--- src/rtl/mbox_framer_if.sv ---
// Mailbox byte-write and WOU transmit signals grouped for the mbox_framer boundary.
// slave = framer side, master = mailbox/transmitter side.
interface mbox_framer_if;
  logic       mbox_wr_i;
  logic [7:0] mbox_di_i;
  logic       mbox_full_o;
  logic       mbox_afull_o;
  logic [7:0] tx_dat_o;
  logic       tx_vld_o;
  logic       tx_rdy_i;
  logic       ovf_o;

  modport slave (
    input  mbox_wr_i, mbox_di_i, tx_rdy_i,
    output mbox_full_o, mbox_afull_o, tx_dat_o, tx_vld_o, ovf_o
  );

  modport master (
    output mbox_wr_i, mbox_di_i, tx_rdy_i,
    input  mbox_full_o, mbox_afull_o, tx_dat_o, tx_vld_o, ovf_o
  );
endinterface

--- src/rtl/mbox_framer.sv ---
// Buffers mailbox bytes and emits {SYNC, LEN, payload, CKS} frames over valid/ready.
// Define MBOX_FRAMER_CRC_EN for a CRC-8 (poly 0x07) CKS instead of the additive checksum.
module mbox_framer #(
  parameter int         AW        = 6,
  parameter int         MAX_PLD   = 16,
  parameter int         AFULL_LVL = 4,
  parameter int         TMO_W     = 8,
  parameter int         TIMEOUT   = 100,
  parameter logic [7:0] SYNC_BYTE = 8'h55
) (
  input  logic         wb_clk_i,
  input  logic         wb_rst_i,
  mbox_framer_if.slave bus
);

  localparam int CW    = AW + 1;
  localparam int DEPTH = 1 << AW;
  localparam logic [CW-1:0]    DEPTH_C = CW'(DEPTH);
  localparam logic [CW-1:0]    AFULL_C = CW'(AFULL_LVL);
  localparam logic [CW-1:0]    MAX_C   = CW'(MAX_PLD);
  localparam logic [7:0]       MAX_B   = 8'(MAX_PLD);
  localparam logic [TMO_W-1:0] TMO_C   = TMO_W'(TIMEOUT);

  typedef enum logic [2:0] {S_IDLE, S_SYNC, S_LEN, S_PLD, S_CKS} state_t;

`ifdef MBOX_FRAMER_CRC_EN
  function automatic logic [7:0] cks_upd(input logic [7:0] c, input logic [7:0] b);
    logic [7:0] r;
    r = c ^ b;
    for (int i = 0; i < 8; i++) r = r[7] ? ((r << 1) ^ 8'h07) : (r << 1);
    return r;
  endfunction
  function automatic logic [7:0] cks_fin(input logic [7:0] c);
    return c;
  endfunction
`else
  function automatic logic [7:0] cks_upd(input logic [7:0] c, input logic [7:0] b);
    return c + b;
  endfunction
  function automatic logic [7:0] cks_fin(input logic [7:0] c);
    return ~c + 8'd1;
  endfunction
`endif

  logic [7:0]       mem_q [DEPTH];
  state_t           state_q, state_d;
  logic [CW-1:0]    cnt_q, cnt_d;
  logic [AW-1:0]    wr_ptr_q, wr_ptr_d, rd_ptr_q, rd_ptr_d;
  logic [TMO_W-1:0] tmo_q, tmo_d;
  logic [7:0]       rem_q, rem_d, cks_q, cks_d, tx_dat_q, tx_dat_d;
  logic             tx_vld_q, tx_vld_d, ovf_q, ovf_d;
  logic             full, afull, wr_acc, hs, pop, trig;
  logic [7:0]       len_sel, cks_nxt;

  always_comb begin
    full    = (cnt_q == DEPTH_C);
    afull   = ((DEPTH_C - cnt_q) <= AFULL_C);
    wr_acc  = bus.mbox_wr_i & ~full;
    hs      = tx_vld_q & bus.tx_rdy_i;
    pop     = hs & (state_q == S_PLD);
    trig    = (state_q == S_IDLE) &
              ((cnt_q >= MAX_C) | ((cnt_q != '0) & (tmo_q == TMO_C)));
    len_sel = (cnt_q >= MAX_C) ? MAX_B : 8'(cnt_q);
    cks_nxt = cks_upd(cks_q, tx_dat_q);

    state_d  = state_q;
    rem_d    = rem_q;
    cks_d    = cks_q;
    tx_dat_d = tx_dat_q;
    tx_vld_d = tx_vld_q;
    ovf_d    = ovf_q | (bus.mbox_wr_i & full);
    wr_ptr_d = wr_acc ? wr_ptr_q + AW'(1) : wr_ptr_q;
    rd_ptr_d = pop ? rd_ptr_q + AW'(1) : rd_ptr_q;

    cnt_d = cnt_q;
    if (wr_acc && !pop)      cnt_d = cnt_q + CW'(1);
    else if (pop && !wr_acc) cnt_d = cnt_q - CW'(1);

    tmo_d = tmo_q;
    if (wr_acc || trig || state_q != S_IDLE) tmo_d = '0;
    else if (cnt_q != '0 && tmo_q != TMO_C) tmo_d = tmo_q + TMO_W'(1);

    // tx_dat is loaded one step ahead so the output stays registered
    case (state_q)
      S_IDLE: if (trig) begin
        state_d  = S_SYNC;
        tx_vld_d = 1'b1;
        tx_dat_d = SYNC_BYTE;
        rem_d    = len_sel;
      end
      S_SYNC: if (hs) begin
        state_d  = S_LEN;
        tx_dat_d = rem_q;
      end
      S_LEN: if (hs) begin
        state_d  = S_PLD;
        cks_d    = cks_upd(8'h00, rem_q);
        tx_dat_d = mem_q[rd_ptr_q];
      end
      S_PLD: if (hs) begin
        cks_d = cks_nxt;
        if (rem_q == 8'd1) begin
          state_d  = S_CKS;
          tx_dat_d = cks_fin(cks_nxt);
        end else begin
          rem_d    = rem_q - 8'd1;
          tx_dat_d = mem_q[rd_ptr_q + AW'(1)];
        end
      end
      S_CKS: if (hs) begin
        state_d  = S_IDLE;
        tx_vld_d = 1'b0;
      end
      default: state_d = S_IDLE;
    endcase
  end

  always_ff @(posedge wb_clk_i) begin
    if (wb_rst_i) begin
      state_q  <= S_IDLE;
      cnt_q    <= '0;
      wr_ptr_q <= '0;
      rd_ptr_q <= '0;
      tmo_q    <= '0;
      rem_q    <= '0;
      cks_q    <= '0;
      tx_dat_q <= '0;
      tx_vld_q <= 1'b0;
      ovf_q    <= 1'b0;
    end else begin
      state_q  <= state_d;
      cnt_q    <= cnt_d;
      wr_ptr_q <= wr_ptr_d;
      rd_ptr_q <= rd_ptr_d;
      tmo_q    <= tmo_d;
      rem_q    <= rem_d;
      cks_q    <= cks_d;
      tx_dat_q <= tx_dat_d;
      tx_vld_q <= tx_vld_d;
      ovf_q    <= ovf_d;
    end
  end

  // Storage needs no reset; the pointers define which entries are live
  always_ff @(posedge wb_clk_i) begin
    if (wr_acc) mem_q[wr_ptr_q] <= bus.mbox_di_i;
  end

  assign bus.mbox_full_o  = full;
  assign bus.mbox_afull_o = afull;
  assign bus.tx_dat_o     = tx_dat_q;
  assign bus.tx_vld_o     = tx_vld_q;
  assign bus.ovf_o        = ovf_q;

endmodule
--- src/flat_wrapper.sv ---
// flat-port wrapper written by rule: the top's interface ports become plain ports
module mbox_framer_flat 
#(
  parameter int         AW        = 6,
  parameter int         MAX_PLD   = 16,
  parameter int         AFULL_LVL = 4,
  parameter int         TMO_W     = 8,
  parameter int         TIMEOUT   = 100,
  parameter logic [7:0] SYNC_BYTE = 8'h55
)
  (wb_clk_i, wb_rst_i, bus_mbox_wr_i, bus_mbox_di_i, bus_tx_rdy_i, bus_mbox_full_o, bus_mbox_afull_o, bus_tx_dat_o, bus_tx_vld_o, bus_ovf_o);
  mbox_framer_if bus_i ();
  input  logic wb_clk_i;
  input  logic wb_rst_i;
  input wire logic [$bits(bus_i.mbox_wr_i)-1:0] bus_mbox_wr_i;
  input wire logic [$bits(bus_i.mbox_di_i)-1:0] bus_mbox_di_i;
  input wire logic [$bits(bus_i.tx_rdy_i)-1:0] bus_tx_rdy_i;
  output wire logic [$bits(bus_i.mbox_full_o)-1:0] bus_mbox_full_o;
  output wire logic [$bits(bus_i.mbox_afull_o)-1:0] bus_mbox_afull_o;
  output wire logic [$bits(bus_i.tx_dat_o)-1:0] bus_tx_dat_o;
  output wire logic [$bits(bus_i.tx_vld_o)-1:0] bus_tx_vld_o;
  output wire logic [$bits(bus_i.ovf_o)-1:0] bus_ovf_o;
  assign bus_i.mbox_wr_i = bus_mbox_wr_i;
  assign bus_i.mbox_di_i = bus_mbox_di_i;
  assign bus_i.tx_rdy_i = bus_tx_rdy_i;
  assign bus_mbox_full_o = bus_i.mbox_full_o;
  assign bus_mbox_afull_o = bus_i.mbox_afull_o;
  assign bus_tx_dat_o = bus_i.tx_dat_o;
  assign bus_tx_vld_o = bus_i.tx_vld_o;
  assign bus_ovf_o = bus_i.ovf_o;
  mbox_framer #(.AW(AW), .MAX_PLD(MAX_PLD), .AFULL_LVL(AFULL_LVL), .TMO_W(TMO_W), .TIMEOUT(TIMEOUT), .SYNC_BYTE(SYNC_BYTE)) u_core (.wb_clk_i(wb_clk_i), .wb_rst_i(wb_rst_i), .bus(bus_i));
endmodule
--- config.mk ---
export PLATFORM = sky130hd
export DESIGN_NAME = mbox_framer_flat
export DESIGN_NICKNAME = d
export VERILOG_FILES = /design/src/rtl/mbox_framer_if.sv /design/src/rtl/mbox_framer.sv /design/src/flat_wrapper.sv
export SDC_FILE = /design/constraint.sdc
export NUM_CORES = 1
export LEC_CHECK = 0
export ABC_CLOCK_PERIOD_IN_PS = 3200
export BUFFER_PORTS_ARGS = -buffer_cell sky130_fd_sc_hd__buf_2
export CORE_MARGIN = 2
export CORE_UTILIZATION = 25
export DETAILED_ROUTE_END_ITERATION = 7
export HOLD_SLACK_MARGIN = 0.06
export PLACE_DENSITY = 0.51
export SLEW_MARGIN = 20
export SYNTH_ARGS = -nofsm -noshare
export SYNTH_HDL_FRONTEND = slang
export SYNTH_SLANG_ARGS = --single-unit
--- constraint.sdc ---
create_clock -name wb_clk_i -period 3.2 [get_ports wb_clk_i]
set_clock_uncertainty 0.15 [all_clocks]
set_input_delay 0 -clock wb_clk_i [delete_from_list [all_inputs] [get_ports wb_clk_i]]
set_output_delay 0 -clock wb_clk_i [all_outputs]
set_load 0.01 [all_outputs]
==> flow_metrics.env, run 1 <==
export IMPL_status="completed"
export IMPL_ir_drop_v=0.000304
export IMPL_dr_pass1_iters=5
export IMPL_route_detailed_drc=0
export IMPL_viasPerCell=5.08
export IMPL_finalInstanceArea_mm2=0.0330
export IMPL_start_util_pct=25.2
export IMPL_yosys_register_bits=574
export IMPL_worstMarginPinSlew_ns=1.12
export IMPL_dieArea_mm2=0.114
export IMPL_clk_latency_ns=0.62
export IMPL_timing_fmax_mhz=320
export IMPL_critPathMaxFanout=18
export IMPL_period_share_pct=97.8
export IMPL_syn_cell_area_mm2=0.0278
export IMPL_antenna_found_initial=1
export IMPL_grt_pass1_vias=17100
export IMPL_route_met3_wl_um=6660
export IMPL_vias=16900
export IMPL_die_w_um=338
export IMPL_power_switching_fraction_pct=24.6
export IMPL_drt_iter0_drc=1865
export IMPL_placed_area_mm2=0.0306
export IMPL_wl_met1_um=37100
export IMPL_p_clk_share_pct=42.3
export IMPL_tritoncts="built"
export IMPL_mostFrequentLayoutCells="edfxtp_1, mux4_2, nor2_1"
export IMPL_yosysWarnings=0
export IMPL_worst_setup_path_type="flip-flop to flip-flop"
export IMPL_crit_required_ns=3.56
export IMPL_clk_pin_slew_ns=0.07
export IMPL_dpl_cell_count=3197
export IMPL_drtAntennaViolNets=0
export IMPL_instances_no_fill=3332
export IMPL_p_leak_nw=10.1
export IMPL_reg2reg_depth=10
export IMPL_cp_arrival_ns=3.49
export IMPL_p_per_area_mw_per_mm2=534
export IMPL_setup_viol=0
export IMPL_placementRows=122
export IMPL_finalCriticalPeriod_ns=3.13
export IMPL_synth_edff_count=512
export IMPL_syn_inst=1647
export IMPL_synthFlopType="edfxtp_1"
export IMPL_slew_headroom_pct=25.2
export IMPL_hpwlAfterDp_um=58100
export IMPL_grt_total_usage_pct=15.0
export IMPL_grt_overflow=0
export IMPL_final_max_slew_viol_count=0
export IMPL_ios=24
export IMPL_dr_max_layer_used="met4"
export IMPL_synth_async_sr_flop_share_pct=0
export IMPL_syn_area_per_cell_um2=16.9
export IMPL_switchingPower_mw=4.34
export IMPL_synth_nets=1681
export IMPL_rsz0062_at_grt="false"
export IMPL_drive_gt1_share_pct=32.8
export IMPL_power_internal_mw=13.3
export IMPL_die_y_um=338
export IMPL_clock_sinks=574
export IMPL_core_area_mm2=0.111
export IMPL_wl_per_cell_um=25.8
export IMPL_area_growth_syn_to_layout_pct=18.5
export IMPL_max_cap_violations=0
export IMPL_hp_class="input port to flip-flop"
export IMPL_wl_met2_um=40000
export IMPL_root_buffer="clkbuf_16"
export IMPL_grt_pass1_wl_um=124000
export IMPL_cts_htree_levels=3
export IMPL_hold_viol_final=0
export IMPL_grt_max_degree=65
export IMPL_numCtsBuffers=66
export IMPL_gp_congestion=0.885
export IMPL_layout_commonest_cell="edfxtp_1"
export IMPL_diodes=0
export IMPL_drt_total_wl_um=85800
export IMPL_port_buffers=23
export IMPL_cp_end_kind="flip-flop"
export IMPL_p_seq_share_pct=48.0
export IMPL_hold_depth=2
export IMPL_startpoint_type="flip-flop"
export IMPL_clockBufferDepth=3
export IMPL_synth_cell_types=78
export IMPL_p_comb_share_pct=9.7
export IMPL_nets=1829
export IMPL_ys_seq_area_share_pct=59.7
-- sequential cells by signal, summed over array words and instances, names as in the netlist, named ones only --
signal,flops
u_core.rem_q,8
u_core.state_q,3
u_core.cks_q,8
u_core.bus.ovf_o,1
u_core.bus.tx_dat_o,8
u_core.tmo_q,8
u_core.mem_q,512
u_core.bus.tx_vld_o,1
u_core.wr_ptr_q,6
u_core.rd_ptr_q,6
u_core.cnt_q,7
-- repair_timing --
item / 4_1_cts / 5_1_grt
gates cloned: 0 / 1
gates resized for setup: 1 / 9
endpoints found under the setup margin: 1 / 17
endpoints found under the hold margin: 381 / 64
pin swaps: 0 / 2
buffers inserted: 0 / 2
hold buffers: 13 / 1
-- synthesized netlist by cell type, types with 4 or more instances --
master | number | area, µm²
a211oi_1 | 10 | 75.1
a21o_1 | 6 | 45.0
a21oi_1 | 44 | 220
a221oi_1 | 9 | 78.8
a22o_1 | 5 | 43.8
a22oi_1 | 5 | 37.5
a311oi_1 | 12 | 105
a31oi_1 | 6 | 37.5
and2_1 | 5 | 31.3
and3_1 | 16 | 100
buf_1 | 6 | 22.5
buf_2 | 40 | 200
buf_4 | 22 | 165
buf_6 | 11 | 124
clkbuf_1 | 36 | 135
dfxtp_1 | 62 | 1240
edfxtp_1 | 512 | 15400
ha_1 | 20 | 250
inv_1 | 21 | 78.8
mux2i_1 | 39 | 390
mux4_2 | 289 | 6510
nand2_1 | 105 | 394
nand2b_1 | 5 | 31.3
nand3_1 | 28 | 140
nand3b_1 | 6 | 45.0
nand4_1 | 10 | 62.6
nor2_1 | 155 | 582
nor2b_1 | 9 | 56.3
nor3_1 | 15 | 75.1
nor4_1 | 6 | 37.5
o211ai_1 | 6 | 45.0
o21ai_0 | 19 | 95.1
o22ai_1 | 4 | 25.0
or2_2 | 4 | 25.0
or3_1 | 8 | 50.1
xnor2_1 | 19 | 166
xor2_1 | 14 | 123
-- final timing paths --
check / startpoint / to / slack, ns
min: bus_mbox_di_i[6] / u_core.mem_q[30][6] / 0.31
max reg2reg: u_core.rd_ptr_q[2] / u_core.bus.tx_dat_o[5] / 0.07
max: u_core.rd_ptr_q[2] / u_core.bus.tx_dat_o[5] / 0.07
min reg2reg: u_core.cks_q[4] / u_core.cks_q[4] / 0.35
-- stage by stage --
| stage | TNS (ns) | power, mW | hold slack (ns) | worst slack [ns] | utilization [%] |
|---|---|---|---|---|---|
| after floorplan | 0 | 9.57 | -0.0511 | 0.0287 | - |
| after global placement | 0 | 10.2 | 0.119 | 0.0144 | 27.7 |
| after detailed placement | -0.00501 | 10.3 | 0.125 | -0.00501 | 27.7 |
| after CTS | 0 | 17.7 | 0.0770 | 0.0930 | 29.7 |
| after global routing | 0 | 18.2 | 0.322 | 0.00355 | 29.9 |
| final | 0 | 17.6 | 0.308 | 0.0708 | 29.9 |
-- area by class of cell --
class                   count  area [µm²]
clock buffers              79        1750
clock inverters            38         350
fillers                 10900       77500
inverters                  21        78.8
multi-input cells         936       10600
flip-flops and latches    574       16600
well taps                1488        1860
repair buffers            196        1760
-- power by group through the flow --
stage / Sequential (mW) / Clock (mW) / Combinational, mW
6_report: 8.46 / 7.46 / 1.71
5_1_grt: 8.47 / 7.88 / 1.88
4_1_cts: 8.45 / 7.60 / 1.68
3_5_place_dp: 8.61 / 0 / 1.64
3_3_place_gp: 8.60 / 0 / 1.62
2_1_floorplan: 8.57 / 0 / 0.999
-- routing by layer --
metal	track usage (%)	vias to the layer above
met4	4.39	0
met2	23.8	768
met1	20.8	8975
li1	-	7059
met5	0	-
met3	2.83	111
-- cells by family (layout without fill, tap and decap cells) --
family	after synthesis	after routing	synth area share (%)
xor+xnor	37	37	1.31
fa+ha+maj	22	22	1.04
buf+inv	137	334	2.68
simple gates	388	388	6.38
flops	574	574	59.7
compound gates	157	157	3.89
mux	332	332	25.0
-- critical path, cell delays in order (launching register included) --
cell       delay (ns)
dfxtp_1          0.49
buf_4            0.26
xnor2_4          0.18
buf_12           0.25
buf_4            0.28
nor2_1           0.11
nor2_1           0.19
o2111ai_1        0.26
a211oi_2         0.45
a221oi_1         0.11
a311oi_1         0.28
(Power assumes the default switching activity.)
==> inputs of run 2 (changes only) <==
Settings changed: RECOVER_POWER set to 25.
==> flow_metrics.env, run 2 (synthesis gave the netlist of run 1 again) <==
export IMPL_clockBufferDepth=3
export IMPL_grt_overflow=0
export IMPL_max_cap_violations=3
export IMPL_grt_pass1_wl_um=124000
export IMPL_cp_arrival_ns=3.47
export IMPL_hpwlAfterDp_um=58100
export IMPL_vias=16900
export IMPL_p_leak_nw=10.1
export IMPL_period_share_pct=98.1
export IMPL_timing_fmax_mhz=319
export IMPL_viasPerCell=5.07
export IMPL_die_w_um=338
export IMPL_largest_reg_flops=512
export IMPL_layout_commonest_cell="edfxtp_1"
export IMPL_clock_sinks=574
export IMPL_route_detailed_drc=0
export IMPL_worst_setup_path_type="flip-flop to flip-flop"
export IMPL_multi_input_area_mm2=0.0106
export IMPL_ios=24
export IMPL_grt_max_degree=65
export IMPL_clk_latency_ns=0.62
export IMPL_r2r_start="u_core.rd_ptr_q[0]"
export IMPL_hp_class="input port to flip-flop"
export IMPL_status="complete, but fails checks"
export IMPL_dr_pass1_iters=7
export IMPL_hold_viol_final=0
export IMPL_rsz0062_at_grt="false"
export IMPL_ir_drop_v=0.000304
export IMPL_regArea_mm2=0.0166
export IMPL_die_y_um=338
export IMPL_gp_congestion=0.885
export IMPL_placementRows=122
export IMPL_p_per_area_mw_per_mm2=535
export IMPL_violations="capacitance limit, slew limit"
export IMPL_dpl_cell_count=3197
export IMPL_area_growth_syn_to_layout_pct=18.4
export IMPL_instances_no_fill=3333
export IMPL_crit_required_ns=3.53
export IMPL_slew_headroom_pct=-83.2
export IMPL_hold_ws_ns=0.326
export IMPL_start_util_pct=25.2
export IMPL_tritoncts="built"
export IMPL_largest_register="u_core.mem_q"
export IMPL_drive_gt1_share_pct=32.5
export IMPL_hold_start="wb_rst_i"
export IMPL_wl_per_cell_um=25.7
export IMPL_mostFrequentLayoutCells="edfxtp_1, mux4_2, nor2_1"
export IMPL_dieArea_mm2=0.114
export IMPL_antenna_found_initial=1
export IMPL_final_max_slew_viol_count=133
export IMPL_root_buffer="clkbuf_16"
export IMPL_finalCriticalPeriod_ns=3.14
export IMPL_grt_total_usage_pct=15.0
export IMPL_numCtsBuffers=66
export IMPL_grt_pass1_vias=17100
export IMPL_drtAntennaViolNets=0
export IMPL_startpoint_type="flip-flop"
export IMPL_clk_pin_slew_ns=0.06
export IMPL_port_buffers=23
export IMPL_cp_end_kind="flip-flop"
export IMPL_nets=1829
export IMPL_drt_total_wl_um=85600
export IMPL_drt_iter0_drc=1818
export IMPL_worstMarginPinSlew_ns=2.75
export IMPL_hold_depth=3
export IMPL_core_area_mm2=0.111
export IMPL_setup_viol=0
export IMPL_worstHoldEndpoint="u_core.wr_ptr_q[4]"
export IMPL_critPathMaxFanout=23
export IMPL_rrSetupSlack_ns=0.06
export IMPL_reg2reg_depth=8
export IMPL_cp_startpoint="u_core.rd_ptr_q[0]"
export IMPL_fillCellCount=10900
export IMPL_r2r_end="u_core.bus.tx_dat_o[0]"
export IMPL_cts_htree_levels=3
-- run 2: final cells by class --
class	instances	area share (%)
clock inverters	38	1.06
inverters	21	0.239
clock buffers	79	5.32
flip-flops and latches	574	50.5
well taps	1488	5.65
multi-input cells	936	32.0
repair buffers	196	5.25
diodes	1	0.00759
-- run 2: repair_timing --
action / in CTS / in global routing
endpoints found under the setup margin: 1 / 17
hold buffers: 13 / 1
endpoints found under the hold margin: 381 / 64
pin swaps: 0 / 2
gates cloned: 0 / 1
gates resized for setup: 1 / 9
setup buffers: 0 / 2
-- run 2: metal layers --
metal | vias to the layer above | GRT usage, % | part of all wire, %
li1 | 7058 | - | -
met1 | 9010 | 20.8 | 43
met2 | 709 | 23.8 | 47
met3 | 112 | 2.83 | 7.7
met4 | 0 | 4.39 | 2.4
met5 | - | 0 | 0
-- run 2: metrics by stage --
step | cell area [µm²] | setup WS, ns | total power, mW | setup TNS, ns | util [%]
2_1_floorplan | 27800 | 0.0287 | 9.57 | 0 | -
3_3_place_gp | 30600 | 0.0144 | 10.2 | 0 | 27.7
3_5_place_dp | 30600 | -0.00501 | 10.3 | -0.00501 | 27.7
4_1_cts | 32900 | 0.0930 | 17.7 | 0 | 29.7
5_1_grt | 33000 | 0.00355 | 18.2 | 0 | 29.8
6_report | 33000 | 0.0610 | 17.6 | 0 | 29.8
-- run 2: power breakdown --
part	total (mW)	internal (mW)	switching, mW	leakage, nW
registers	8.46	8.30	0.162	5.11
logic	1.70	0.659	1.05	3.94
clock network	7.45	4.33	3.12	1.02
total	17.6	13.3	4.33	10.1
-- run 2: how the worst max path moves through the flow --
| stage | endpoint | slack (ns) | cells after the start |
|---|---|---|---|
| after floorplan | u_core.cnt_q[6] | 0.03 | 14 |
| after global placement | u_core.bus.tx_dat_o[5] | 0.01 | 10 |
| after detailed placement | u_core.bus.tx_dat_o[5] | -0.005 | 10 |
| after CTS | u_core.bus.tx_dat_o[6] | 0.09 | 8 |
| after global routing | u_core.mem_q[27][5] | 0.004 | 7 |
| final | u_core.bus.tx_dat_o[0] | 0.06 | 8 |
-- run 2: worst max-delay path, cell delays in order (launching register included) --
cell and delay (ns):
dfxtp_4 0.39, ha_4 0.36, buf_4 0.39, mux4_2 0.27, mux2i_1 0.10, o22ai_1 0.36, a31oi_1 0.14, a211o_1 0.42
a221oi_1 0.40
==> inputs of run 3 (changes only) <==
Settings changed: CORE_ASPECT_RATIO set to 0.75, CTS_BUF_LIST set to sky130_fd_sc_hd__clkbuf_8.
==> flow_metrics.env, run 3 (synthesis gave the netlist of run 1 again) <==
export IMPL_p_clk_share_pct=39.0
export IMPL_instances_no_fill=3372
export IMPL_finalInstanceArea_mm2=0.0329
export IMPL_largest_reg_flops=512
export IMPL_power_switching_fraction_pct=26.3
export IMPL_clockBufferDepth=3
export IMPL_grt_total_usage_pct=15.9
export IMPL_worstMarginPinSlew_ns=3.03
export IMPL_period_share_pct=98.5
export IMPL_start_util_pct=25.3
export IMPL_dp_slack_ns=-0.150
export IMPL_p_seq_share_pct=50.3
export IMPL_grt_max_degree=65
export IMPL_layout_commonest_cell="edfxtp_1"
export IMPL_dr_pass1_iters=6
export IMPL_final_max_slew_viol_count=302
export IMPL_area_growth_syn_to_layout_pct=18.1
export IMPL_drt_total_wl_um=91500
export IMPL_port_buffers=23
export IMPL_drtAntennaViolNets=0
export IMPL_dpl_cell_count=3185
export IMPL_wl_per_cell_um=27.1
export IMPL_vias=17600
export IMPL_ir_drop_v=0.000334
export IMPL_setup_viol=0
export IMPL_hold_viol_final=0
export IMPL_status="complete, but fails checks"
export IMPL_power_internal_mw=12.4
export IMPL_placed_area_mm2=0.0308
export IMPL_largest_register="u_core.mem_q"
export IMPL_viasPerCell=5.22
export IMPL_dieArea_mm2=0.114
export IMPL_clock_sinks=574
export IMPL_drt_iter0_drc=2306
export IMPL_rsz0062_at_grt="false"
export IMPL_cp_arrival_ns=3.63
export IMPL_multi_input_area_mm2=0.0106
export IMPL_setup_slack_ns=0.0470
export IMPL_numCtsBuffers=92
export IMPL_core_area_mm2=0.110
export IMPL_cts_htree_levels=3
export IMPL_crit_required_ns=3.68
export IMPL_startpoint_type="flip-flop"
export IMPL_tritoncts="built"
export IMPL_p_leak_nw=10.2
export IMPL_switchingPower_mw=4.43
export IMPL_p_comb_share_pct=10.7
export IMPL_gp_congestion=0.898
export IMPL_drive_gt1_share_pct=34.4
export IMPL_timing_fmax_mhz=317
export IMPL_ios=24
export IMPL_max_cap_violations=7
export IMPL_grt_overflow=0
export IMPL_p_per_area_mw_per_mm2=512
export IMPL_die_y_um=293
export IMPL_worst_setup_path_type="flip-flop to flip-flop"
export IMPL_hpwlAfterDp_um=64000
export IMPL_violations="capacitance limit, slew limit"
export IMPL_clk_latency_ns=0.76
export IMPL_finalCriticalPeriod_ns=3.15
export IMPL_placementRows=105
export IMPL_critPathMaxFanout=6
export IMPL_slew_headroom_pct=-102
export IMPL_fillCellCount=10800
export IMPL_antenna_found_initial=3
export IMPL_route_detailed_drc=0
export IMPL_clk_pin_slew_ns=0.08
export IMPL_grt_pass1_wl_um=130000
export IMPL_die_w_um=389
export IMPL_hp_class="input port to flip-flop"
export IMPL_root_buffer="clkbuf_8"
export IMPL_nets=1885
export IMPL_regArea_mm2=0.0166
export IMPL_mostFrequentLayoutCells="edfxtp_1, mux4_2, buf_4"
export IMPL_grt_pass1_vias=17200
export IMPL_cp_end_kind="flip-flop"
[run 3: cell count changes in the layout (fill, tap and decap cells not counted), moves of 10 or more]
| cell | before | now |
|---|---|---|
| clkbuf_8 | 1 | 93 |
| clkbuf_16 | 69 | 0 |
| buf_4 | 134 | 165 |
| clkinv_1 | 12 | 33 |
| inv_1 | 20 | 31 |
| clkinv_2 | 8 | 18 |
[run 3: what timing repair did]
action                                 CTS  global route
cloned                                   0             0
setup endpoints to repair                1             6
buffers inserted                         0             0
resized for setup                        2            11
endpoints found under the hold margin  537             0
hold buffers                            16             0
pin swaps                                0             1
[run 3: per-stage QoR]
stage                     power (mW)  hold WS (ns)  util (%)  TNS [ns]
after global placement          10.3        0.0961      28.1    -0.192
after detailed placement        10.3         0.110      28.1    -0.150
after CTS                       16.9         0.149      29.9         0
final                           16.8         0.233      29.9         0
after floorplan                 9.57       -0.0511         -         0
after global routing            17.5         0.234      29.9         0
[run 3: worst paths after layout]
path	start	to	slack, ns	cells past startpoint
max	u_core.rd_ptr_q[1]	u_core.bus.tx_dat_o[5]	0.05	9
min	bus_tx_rdy_i	u_core.cks_q[7]	0.23	5
min reg2reg	u_core.cks_q[3]	u_core.cks_q[3]	0.37	2
max reg2reg	u_core.rd_ptr_q[1]	u_core.bus.tx_dat_o[5]	0.05	9
[run 3: cell type report]
| type | instances | share of cell area (%) |
|---|---|---|
| clock buffers | 93 | 3.89 |
| multi-input cells | 936 | 32.2 |
| repair buffers | 226 | 5.89 |
| inverters | 21 | 0.240 |
| clock inverters | 77 | 1.73 |
| diodes | 1 | 0.00761 |
| well taps | 1444 | 5.49 |
| flip-flops and latches | 574 | 50.6 |
[run 3: layer usage]
metal / GRT usage, % / up-vias / share of wire, %
met5: 0 / - / 0
met3: 5.32 / 101 / 12
met2: 21.0 / 979 / 40
met4: 3.10 / 0 / 1.5
li1: - / 7185 / -
met1: 24.7 / 9353 / 46
[run 3: power by group through the flow]
stage / Sequential (mW) / Combinational [mW] / Clock [mW]
floorplan: 8.57 / 0.999 / 0
global placement: 8.61 / 1.70 / 0
detailed placement: 8.62 / 1.72 / 0
CTS: 8.46 / 1.75 / 6.70
global route: 8.48 / 1.96 / 7.03
finish: 8.47 / 1.80 / 6.57
[run 3: critical path, cell delays in order (launching register included)]
cell,delay (ns)
dfxtp_1,0.34
buf_4,0.17
nand2_1,0.14
o21a_1,0.22
or2_1,0.47
buf_4,0.30
o2111ai_1,0.24
a211oi_1,0.56
a221oi_1,0.13
a311oi_1,0.29
